[config.mk]
export PLATFORM = sky130hd
export DESIGN_NAME = aliens_bus_initiator_flat
export DESIGN_NICKNAME = d
export VERILOG_FILES = /design/src/rtl/aliens_bus_initiator_if.sv /design/src/rtl/aliens_bus_initiator.sv /design/src/flat_wrapper.sv
export SDC_FILE = /design/constraint.sdc
export NUM_CORES = 1
export LEC_CHECK = 0
export ABC_AREA = 1
export BUFFER_PORTS_ARGS = -buffer_cell sky130_fd_sc_hd__buf_2
export CAP_MARGIN = 5
export CORE_AREA = 2 2 70 72
export CTS_CLUSTER_SIZE = 30
export DETAILED_ROUTE_END_ITERATION = 10
export DIE_AREA = 0 0 72 74
export PLACE_DENSITY = 0.8
export SLEW_MARGIN = 25
export SYNTH_ARGS = -nofsm -noshare
export SYNTH_HDL_FRONTEND = slang
export SYNTH_SLANG_ARGS = --single-unit
[constraint.sdc]
create_clock -name i_clk -period 2.9 [get_ports i_clk]
set_input_delay 0 -clock i_clk [delete_from_list [all_inputs] [get_ports i_clk]]
set_output_delay 0 -clock i_clk [all_outputs]
set_load 0.01 [all_outputs]
[src/rtl/aliens_bus_initiator_if.sv]
// Request/response, config and address-bus signals of the Aliens bus initiator.
// bus_wait is present only when ALIENS_BUS_WAIT_EN is defined.
interface aliens_bus_initiator_if;
  logic        req_valid;
  logic        req_ready;
  logic [15:0] req_addr;
  logic        req_we;
  logic [7:0]  req_wdata;
  logic        rsp_valid;
  logic [7:0]  rsp_rdata;
  logic        cfg_we;
  logic        cfg_bk4;
  logic        cfg_woco;
  logic        cfg_init;
  logic        AS;
  logic        RW;
  logic [15:0] MA;
  logic [7:0]  DO;
  logic [7:0]  DI;
  logic        BK4;
  logic        WOCO;
  logic        INIT;
`ifdef ALIENS_BUS_WAIT_EN
  logic        bus_wait;
`endif

  modport master (
    input  req_valid, req_addr, req_we, req_wdata,
    input  cfg_we, cfg_bk4, cfg_woco, cfg_init,
    input  DI,
`ifdef ALIENS_BUS_WAIT_EN
    input  bus_wait,
`endif
    output req_ready, rsp_valid, rsp_rdata,
    output AS, RW, MA, DO, BK4, WOCO, INIT
  );

  modport slave (
    output req_valid, req_addr, req_we, req_wdata,
    output cfg_we, cfg_bk4, cfg_woco, cfg_init,
    output DI,
`ifdef ALIENS_BUS_WAIT_EN
    output bus_wait,
`endif
    input  req_ready, rsp_valid, rsp_rdata,
    input  AS, RW, MA, DO, BK4, WOCO, INIT
  );
endinterface

[src/rtl/aliens_bus_initiator.sv]
// Aliens bus-cycle initiator: turns requests into SETUP/STROBE/HOLD cycles on AS/RW/MA/DO
// and drives BK4/WOCO/INIT. Define ALIENS_BUS_WAIT_EN to add bus_wait strobe extension.
module aliens_bus_initiator #(
  parameter int unsigned AS_CYCLES = 2
`ifdef ALIENS_BUS_WAIT_EN
  , parameter int unsigned MAX_WAIT = 15
`endif
) (
  input logic                    i_clk,
  input logic                    i_reset,
  aliens_bus_initiator_if.master bus
);
  // state  | meaning
  // IDLE   | ready for a request; cfg_we applies directly
  // SETUP  | MA/RW/DO driven, AS high, one cycle
  // STROBE | AS low for AS_CYCLES cycles (plus wait extensions)
  // HOLD   | AS high, MA/RW/DO still held, one cycle
  typedef enum logic [1:0] {S_IDLE, S_SETUP, S_STROBE, S_HOLD} state_t;

  localparam logic [3:0] AS_LOAD = 4'(AS_CYCLES - 1);

  state_t      r_state;
  state_t      w_state_nxt;
  logic        w_as;
  logic        w_req_ready;
  logic        w_accept;
  logic        w_extend;
  logic        w_forced;
  logic        w_strobe_end;
  logic [3:0]  r_as_cnt;
  logic [15:0] r_ma;
  logic        r_rw;
  logic [7:0]  r_do;
  logic        r_rsp_valid;
  logic [7:0]  r_rsp_rdata;
  logic        r_bk4;
  logic        r_woco;
  logic        r_init;
  logic        r_cfg_pend;
  logic [2:0]  r_cfg_pend_val;

  assign w_req_ready  = (r_state == S_IDLE) && !i_reset;
  assign w_accept     = bus.req_valid && w_req_ready;
  assign w_strobe_end = (r_state == S_STROBE) && (r_as_cnt == 4'd0) && !w_extend;

`ifdef ALIENS_BUS_WAIT_EN
  localparam logic [7:0] WAIT_MAX = 8'(MAX_WAIT);
  logic [7:0] r_wait_cnt;
  logic       w_at_max;

  assign w_at_max = (r_wait_cnt == WAIT_MAX);
  assign w_extend = (r_state == S_STROBE) && (r_as_cnt == 4'd0) && bus.bus_wait && !w_at_max;
  // Wait budget exhausted while the target still stalls: finish with poisoned read data.
  assign w_forced = bus.bus_wait && w_at_max;

  always_ff @(posedge i_clk) begin
    if (i_reset) begin
      r_wait_cnt <= 8'd0;
    end else if (r_state == S_SETUP) begin
      r_wait_cnt <= 8'd0;
    end else if (w_extend) begin
      r_wait_cnt <= r_wait_cnt + 8'd1;
    end
  end
`else
  assign w_extend = 1'b0;
  assign w_forced = 1'b0;
`endif

  always_ff @(posedge i_clk) begin
    if (i_reset) begin
      r_state <= S_IDLE;
    end else begin
      r_state <= w_state_nxt;
    end
  end

  always_comb begin
    w_state_nxt = r_state;
    w_as        = 1'b1;
    case (r_state)
      S_IDLE:   if (w_accept) w_state_nxt = S_SETUP;
      S_SETUP:  w_state_nxt = S_STROBE;
      S_STROBE: begin
        w_as = 1'b0;
        if (w_strobe_end) w_state_nxt = S_HOLD;
      end
      S_HOLD:   w_state_nxt = S_IDLE;
      default:  w_state_nxt = S_IDLE;
    endcase
  end

  always_ff @(posedge i_clk) begin
    if (i_reset) begin
      r_as_cnt       <= 4'd0;
      r_ma           <= 16'd0;
      r_rw           <= 1'b1;
      r_do           <= 8'd0;
      r_rsp_valid    <= 1'b0;
      r_rsp_rdata    <= 8'd0;
      r_bk4          <= 1'b0;
      r_woco         <= 1'b0;
      r_init         <= 1'b1;
      r_cfg_pend     <= 1'b0;
      r_cfg_pend_val <= 3'd0;
    end else begin
      r_rsp_valid <= (r_state == S_HOLD);

      if (w_accept) begin
        r_ma <= bus.req_addr;
        r_rw <= !bus.req_we;
        r_do <= bus.req_wdata;
      end else if (r_state == S_HOLD) begin
        r_rw <= 1'b1;
      end

      if (r_state == S_SETUP) begin
        r_as_cnt <= AS_LOAD;
      end else if ((r_state == S_STROBE) && (r_as_cnt != 4'd0)) begin
        r_as_cnt <= r_as_cnt - 4'd1;
      end

      if (w_strobe_end) begin
        r_rsp_rdata <= !r_rw ? 8'h00 : (w_forced ? 8'hFF : bus.DI);
      end

      // Config may only move while no bus cycle is in flight; otherwise it waits for HOLD->IDLE.
      if (r_state == S_IDLE) begin
        if (bus.cfg_we) {r_bk4, r_woco, r_init} <= {bus.cfg_bk4, bus.cfg_woco, bus.cfg_init};
      end else if (r_state == S_HOLD) begin
        if (bus.cfg_we) begin
          {r_bk4, r_woco, r_init} <= {bus.cfg_bk4, bus.cfg_woco, bus.cfg_init};
        end else if (r_cfg_pend) begin
          {r_bk4, r_woco, r_init} <= r_cfg_pend_val;
        end
        r_cfg_pend <= 1'b0;
      end else if (bus.cfg_we) begin
        r_cfg_pend     <= 1'b1;
        r_cfg_pend_val <= {bus.cfg_bk4, bus.cfg_woco, bus.cfg_init};
      end
    end
  end

  assign bus.req_ready = w_req_ready;
  assign bus.rsp_valid = r_rsp_valid;
  assign bus.rsp_rdata = r_rsp_rdata;
  assign bus.AS        = w_as;
  assign bus.RW        = r_rw;
  assign bus.MA        = r_ma;
  assign bus.DO        = r_do;
  assign bus.BK4       = r_bk4;
  assign bus.WOCO      = r_woco;
  assign bus.INIT      = r_init;
endmodule
[src/flat_wrapper.sv]
// flat-port wrapper written by rule: the top's interface ports become plain ports
module aliens_bus_initiator_flat 
#(
  parameter int unsigned AS_CYCLES = 2

)
  (i_clk, i_reset, bus_req_valid, bus_req_addr, bus_req_we, bus_req_wdata, bus_cfg_we, bus_cfg_bk4, bus_cfg_woco, bus_cfg_init, bus_DI, bus_req_ready, bus_rsp_valid, bus_rsp_rdata, bus_AS, bus_RW, bus_MA, bus_DO, bus_BK4, bus_WOCO, bus_INIT);
  aliens_bus_initiator_if bus_i ();
  input logic i_clk;
  input logic i_reset;
  input wire logic [$bits(bus_i.req_valid)-1:0] bus_req_valid;
  input wire logic [$bits(bus_i.req_addr)-1:0] bus_req_addr;
  input wire logic [$bits(bus_i.req_we)-1:0] bus_req_we;
  input wire logic [$bits(bus_i.req_wdata)-1:0] bus_req_wdata;
  input wire logic [$bits(bus_i.cfg_we)-1:0] bus_cfg_we;
  input wire logic [$bits(bus_i.cfg_bk4)-1:0] bus_cfg_bk4;
  input wire logic [$bits(bus_i.cfg_woco)-1:0] bus_cfg_woco;
  input wire logic [$bits(bus_i.cfg_init)-1:0] bus_cfg_init;
  input wire logic [$bits(bus_i.DI)-1:0] bus_DI;
  output wire logic [$bits(bus_i.req_ready)-1:0] bus_req_ready;
  output wire logic [$bits(bus_i.rsp_valid)-1:0] bus_rsp_valid;
  output wire logic [$bits(bus_i.rsp_rdata)-1:0] bus_rsp_rdata;
  output wire logic [$bits(bus_i.AS)-1:0] bus_AS;
  output wire logic [$bits(bus_i.RW)-1:0] bus_RW;
  output wire logic [$bits(bus_i.MA)-1:0] bus_MA;
  output wire logic [$bits(bus_i.DO)-1:0] bus_DO;
  output wire logic [$bits(bus_i.BK4)-1:0] bus_BK4;
  output wire logic [$bits(bus_i.WOCO)-1:0] bus_WOCO;
  output wire logic [$bits(bus_i.INIT)-1:0] bus_INIT;
  assign bus_i.req_valid = bus_req_valid;
  assign bus_i.req_addr = bus_req_addr;
  assign bus_i.req_we = bus_req_we;
  assign bus_i.req_wdata = bus_req_wdata;
  assign bus_i.cfg_we = bus_cfg_we;
  assign bus_i.cfg_bk4 = bus_cfg_bk4;
  assign bus_i.cfg_woco = bus_cfg_woco;
  assign bus_i.cfg_init = bus_cfg_init;
  assign bus_i.DI = bus_DI;
  assign bus_req_ready = bus_i.req_ready;
  assign bus_rsp_valid = bus_i.rsp_valid;
  assign bus_rsp_rdata = bus_i.rsp_rdata;
  assign bus_AS = bus_i.AS;
  assign bus_RW = bus_i.RW;
  assign bus_MA = bus_i.MA;
  assign bus_DO = bus_i.DO;
  assign bus_BK4 = bus_i.BK4;
  assign bus_WOCO = bus_i.WOCO;
  assign bus_INIT = bus_i.INIT;
  aliens_bus_initiator #(.AS_CYCLES(AS_CYCLES)) u_core (.i_clk(i_clk), .i_reset(i_reset), .bus(bus_i));
endmodule
# Word-level counts from Yosys, hierarchy flattened
# Cells that the tools add are included.
dict set report totals {
  out_inout_bits 39
  regBits 47
  elab_cells 67
}
dict set report classes {
  n_addsub 1
  bitwise 2
  eq_ne 7
  muxes 26
  n_reduce_logical 18
}
# cell n
set ops {}
lappend ops {{$mux W1} 22}
lappend ops {{$mux W8} 1}
lappend ops {{$pmux W2 S4} 1}
lappend ops {{$reduce_bool A2 Y1} 4}
lappend ops {{$reduce_and A3 Y1} 2}
lappend ops {{$eq A2 B2 Y1 const B} 2}
lappend ops {{$logic_and A1 B1 Y1} 4}
lappend ops {{$logic_not A4 Y1} 1}
lappend ops {{$mux W2} 2}
lappend ops {{$ne A2 B1 Y1 const B} 2}
lappend ops {{$reduce_and A2 Y1} 2}
lappend ops {{$reduce_bool A4 Y1} 1}
lappend ops {{$sub A4 B1 Y4 const B} 1}
lappend ops {{$ne A3 B2 Y1 const B} 1}
lappend ops {{$eq A2 B1 Y1 const B} 1}
lappend ops {{$logic_not A1 Y1} 2}
lappend ops {{$logic_not A2 Y1} 1}
lappend ops {{$ne A2 B2 Y1 const B} 1}
lappend ops {{$not A1 Y1} 2}
lappend ops {{$reduce_or A2 Y1} 1}

# Logic depth before layout (Yosys ltp)
dict set report logic_depth {
  ltp_word 5
  depth_mapped 9
  depth_no_buf 9
}

# Worst setup path after synthesis
# No wires, ideal clock.
dict set report synth_path {
  path_type {reg-to-reg}
  from {register u_core.r_state[0]}
  to {register u_core.r_bk4, in the netlist u_core.bus.BK4}
  setup_time_ps 115
  path_stages_with_launch 9
  path_slack_ps 1599
  arrival_ps 1186
  n_path_buf 0
  period_less_slack_ps 1301
  cell_sequence {dfxtp_1 > inv_1 > ha_1 > inv_2 > nand2_1 > nand2_1 > nand2_1 > o21ai_1 > nor2_1}
}
dict set report synth_via {
  elab_chain_len 3
}
# element line
set synth_lines {}
lappend synth_lines {{from (decl)} aliens_bus_initiator.sv:22} ;# state_t r_state;
lappend synth_lines {{from (signal assigned)} aliens_bus_initiator.sv:74} ;# r_state <= w_state_nxt;
lappend synth_lines {{$eq A2 B2 Y1 or $logic_not A2 Y1 (tied branches)} {aliens_bus_initiator.sv:130, aliens_bus_initiator.sv:128}}
lappend synth_lines {{$ne A3 B2 Y1 (no line) (tied with other cells)} -}
lappend synth_lines {{$reduce_and A3 Y1 (no line)} -}
lappend synth_lines {{to (signal assigned)} aliens_bus_initiator.sv:129} ;# if (bus.cfg_we) {r_bk4, r_woco, r_init} <= {bus.cfg_bk4, bus.cfg_woco, bus.cfg_init};
lappend synth_lines {{to (signal assigned)} aliens_bus_initiator.sv:132} ;# {r_bk4, r_woco, r_init} <= {bus.cfg_bk4, bus.cfg_woco, bus.cfg_init};
lappend synth_lines {{to (signal assigned)} aliens_bus_initiator.sv:134} ;# {r_bk4, r_woco, r_init} <= r_cfg_pend_val;
lappend synth_lines {{to (decl)} aliens_bus_initiator.sv:36} ;# logic r_bk4;
# Several ways; a longest one is shown, not always the timed one.
# A chain may end at the register's enable or synchronous reset.

# Worst setup path in the final report
dict set report layout_path {
  from {register u_core.r_state[0]}
  to {output bus_req_ready}
}
dict set report layout_via {
  elab_chain_len 2
}
# element line
set layout_lines {}
lappend layout_lines {{$logic_not A2 Y1} aliens_bus_initiator.sv:42} ;# assign w_req_ready = (r_state == S_IDLE) && !i_reset;
lappend layout_lines {{$logic_and A1 B1 Y1} aliens_bus_initiator.sv:42}
lappend layout_lines {{to (decl)} flat_wrapper.sv:20} ;# output wire logic [$bits(bus_i.req_ready)-1:0] bus_req_ready;
# Every way passes these cells.

==> flow_metrics.env <==
export IMPL_ys_seq_elements=47
export IMPL_crit_chain="inv_1, ha_1, inv_2, nor2_4, buf_2"
export IMPL_grt_first_pass_wirelength_um=8120
export IMPL_synth_nets=308
export IMPL_fin_crit_ns=1.86
export IMPL_seq_area_um2=941
export IMPL_async_flop_share_pct=0
export IMPL_cts_resized=0
export IMPL_slowest_delay_ns=0.46
export IMPL_dp_cells=381
export IMPL_peakVddDrop_mv=0.404
export IMPL_setup_slack_ns=1.04
export IMPL_p_int_mw=1.30
export IMPL_r2r_start="u_core.r_state[0]"
export IMPL_cp_start_kind="flip-flop"
export IMPL_slew_viol_final=0
export IMPL_via_per_inst=4.84
export IMPL_drt_initial_drc_count=56
export IMPL_yosys_area_share_simple_pct=32.7
export IMPL_synth_fa_ha_area_share_pct=3.13
export IMPL_slowest_stage="nor2_4"
export IMPL_yosysTopAreaCellShare_pct=47.1
export IMPL_multi_input_area_um2=860
export IMPL_synth_compound_area_share_pct=6.70
export IMPL_crit_fanout=25
export IMPL_ant_nets=0
export IMPL_clock_latency_ns=0.30
export IMPL_clock_sinks=47
export IMPL_tightest_slew_ns=0.568
export IMPL_p_leak_nw=1.46
export IMPL_final_cells=424
export IMPL_htree_levels=2
export IMPL_synth_xor_area_share_pct=0
export IMPL_synth_mux_area_share_pct=0.501
export IMPL_area_growth_synth_to_final_pct=40.6
export IMPL_cts_inserted_buffers=5
export IMPL_arrival_ns=1.86
export IMPL_ys_types=26
export IMPL_ios=79
export IMPL_hold_viol=0
export IMPL_switchingPower_mw=0.800
export IMPL_slew_headroom_pct=62.1
export IMPL_die_h_um=74
export IMPL_hold_class="in2reg"
export IMPL_first_pass_iters=4
export IMPL_wirelength_um=5110
export IMPL_fillerInstances=416
export IMPL_synth_edf_count=0
export IMPL_finalPower_mw=2.10
export IMPL_combPwrFrac_pct=38.7
export IMPL_fin_skew_ns=0.00778
export IMPL_dieArea_mm2=0.00533
export IMPL_gp_congestion=0.777
export IMPL_row_count=25
export IMPL_cts_buffer_depth=2
export IMPL_ys_flop_type="dfxtp_1"
export IMPL_port_buffers=78
export IMPL_min_delay_start="bus_DI[5]"
export IMPL_place_hpwl_um=3070
export IMPL_final_nets=414
export IMPL_antenna_found_initial=0
export IMPL_synth_top_family_by_area="simple AND/OR/NAND/NOR gates"
export IMPL_cp_end_kind="primary output"
export IMPL_power_density_mw_per_mm2=749
export IMPL_synth_area_top_cells="dfxtp_1, nand3_1, nand2_1"
export IMPL_grt_usage_pct=19.3
export IMPL_synth_most_common_cell="nand3_1"
export IMPL_grt_max_degree=34
export IMPL_min_period_over_period_pct=64.0
export IMPL_core_area_mm2=0.00460
export IMPL_path_class="reg2out"
export IMPL_die_w_um=72
export IMPL_synth_area_leader_cell="dfxtp_1"
export IMPL_p_sw_share_pct=38.0
export IMPL_cp_num_buf_inv=3
export IMPL_synth_cells=263
export IMPL_overflow=0
export IMPL_synth_area_mm2=0.00200
export IMPL_clk_pin_slew_ns=0.09
export IMPL_ctsRootBufferMaster="clkbuf_8"
export IMPL_vias=2053
export IMPL_grt_pass1_vias=1864
export IMPL_n_antenna_cell=0
export IMPL_final_util_pct=61.1
export IMPL_seq_area_frac_synth_pct=47.1
export IMPL_status="complete, no violations"
export IMPL_drive_gt1_share_pct=26.2
export IMPL_crit_family="simple AND/OR/NAND/NOR gates"
export IMPL_finalSetupTns_ns=0
export IMPL_fmax_mhz=539
export IMPL_seqPwrFrac_pct=42.9
export IMPL_detail_route_wl_per_cell_um=12.0
export IMPL_cts_tree="built"
export IMPL_cap_viol_max_count=0
export IMPL_dp_slack_ns=1.31
export IMPL_required_ns=2.90
export IMPL_setup_viol=0
export IMPL_post_cts_repair_setup_buffers=0
export IMPL_start_util_pct=43.5
export IMPL_clockPowerShare_pct=18.4
export IMPL_synth_avg_cell_area_um2=7.60
export IMPL_rsz0062_at_grt="no"
export IMPL_drcViolationCount=0
export IMPL_synth_commonest_cells="nand3_1, nand2_1, dfxtp_1"
export IMPL_yosysWarnings=0
export IMPL_startpoint="u_core.r_state[0]"
layer usage:
layer	global-route usage (%)	routed length [um]
met4	6.92	99
met5	0	0
met3	5.56	340
met2	34.8	2550
met1	22.0	2120
through the flow:
step | instance area, um^2 | hold WS, ns
2_1_floorplan | 2000 | 0.0785
6_report | 2810 | 0.0166
3_5_place_dp | 2370 | 0.184
5_1_grt | 2810 | 0.0201
3_3_place_gp | 2370 | 0.179
4_1_cts | 2810 | 0.00978
path summary, 6_finish.rpt:
check	to	slack, ns	cells past startpoint
hold / removal	u_core.bus.rsp_rdata[5]	0.02	3
setup / recovery	bus_req_ready	1.04	5
hold reg to reg	u_core.bus.MA[4]	0.47	2
setup reg to reg	u_core.bus.DO[3]	1.26	6
layout make-up:
type	instances	share of cell area, %
Sequential cell	47	33.5
Timing Repair Buffer	113	26.4
Clock buffer	6	2.58
Inverter	31	4.14
Clock inverter	2	0.445
Tap cell	54	2.40
Multi-Input combinational cell	171	30.6
power by group through the flow:
stage	sequential [mW]	combinational [mW]	clock [mW]
floorplan	0.963	0.504	0
global route	0.923	0.917	0.422
detailed placement	0.914	0.770	0
CTS	0.902	0.809	0.395
global placement	0.913	0.748	0
finish	0.902	0.814	0.388
tightest hold or removal path: stages:
cell and delay [ns]:
buf_2 0.08, a21oi_1 0.05, nor3_1 0.13
state kept, by name, summed over array words and instances, names as in the netlist:
register	count
u_core.r_cfg_pend	1
u_core.bus.INIT	1
u_core.bus.WOCO	1
u_core.bus.rsp_valid	1
u_core.r_as_cnt	4
u_core.bus.DO	8
u_core.bus.RW	1
u_core.bus.MA	16
u_core.r_state	2
u_core.bus.rsp_rdata	8
u_core.r_cfg_pend_val	3
u_core.bus.BK4	1
cell usage in the layout (no fill, tap or decap), types with 4 or more instances in the layout:
cell type	count
nor2_1	16
inv_2	4
ha_1	5
nand2_1	52
clkbuf_8	5
nand3_1	53
a21oi_1	16
inv_1	27
nor3_1	7
dfxtp_1	47
o21ai_0	5
dlygate4sd3_1	35
buf_2	78
cell families after synthesis:
kind of cell / Yosys count
multiplexers: 1
AO/OA/AOI/OAI: 26
buffers and inverters: 45
flip-flops: 47
AND/OR/NAND/NOR: 139
adder cells (fa/ha/maj): 5
what timing repair did:
| action | CTS | global route |
|---|---|---|
| setup endpoints to repair | 0 | 0 |
| hold buffers | 35 | 0 |
| hold endpoints to repair | 35 | 0 |
Note: power is estimated with default switching activity, not from simulation.
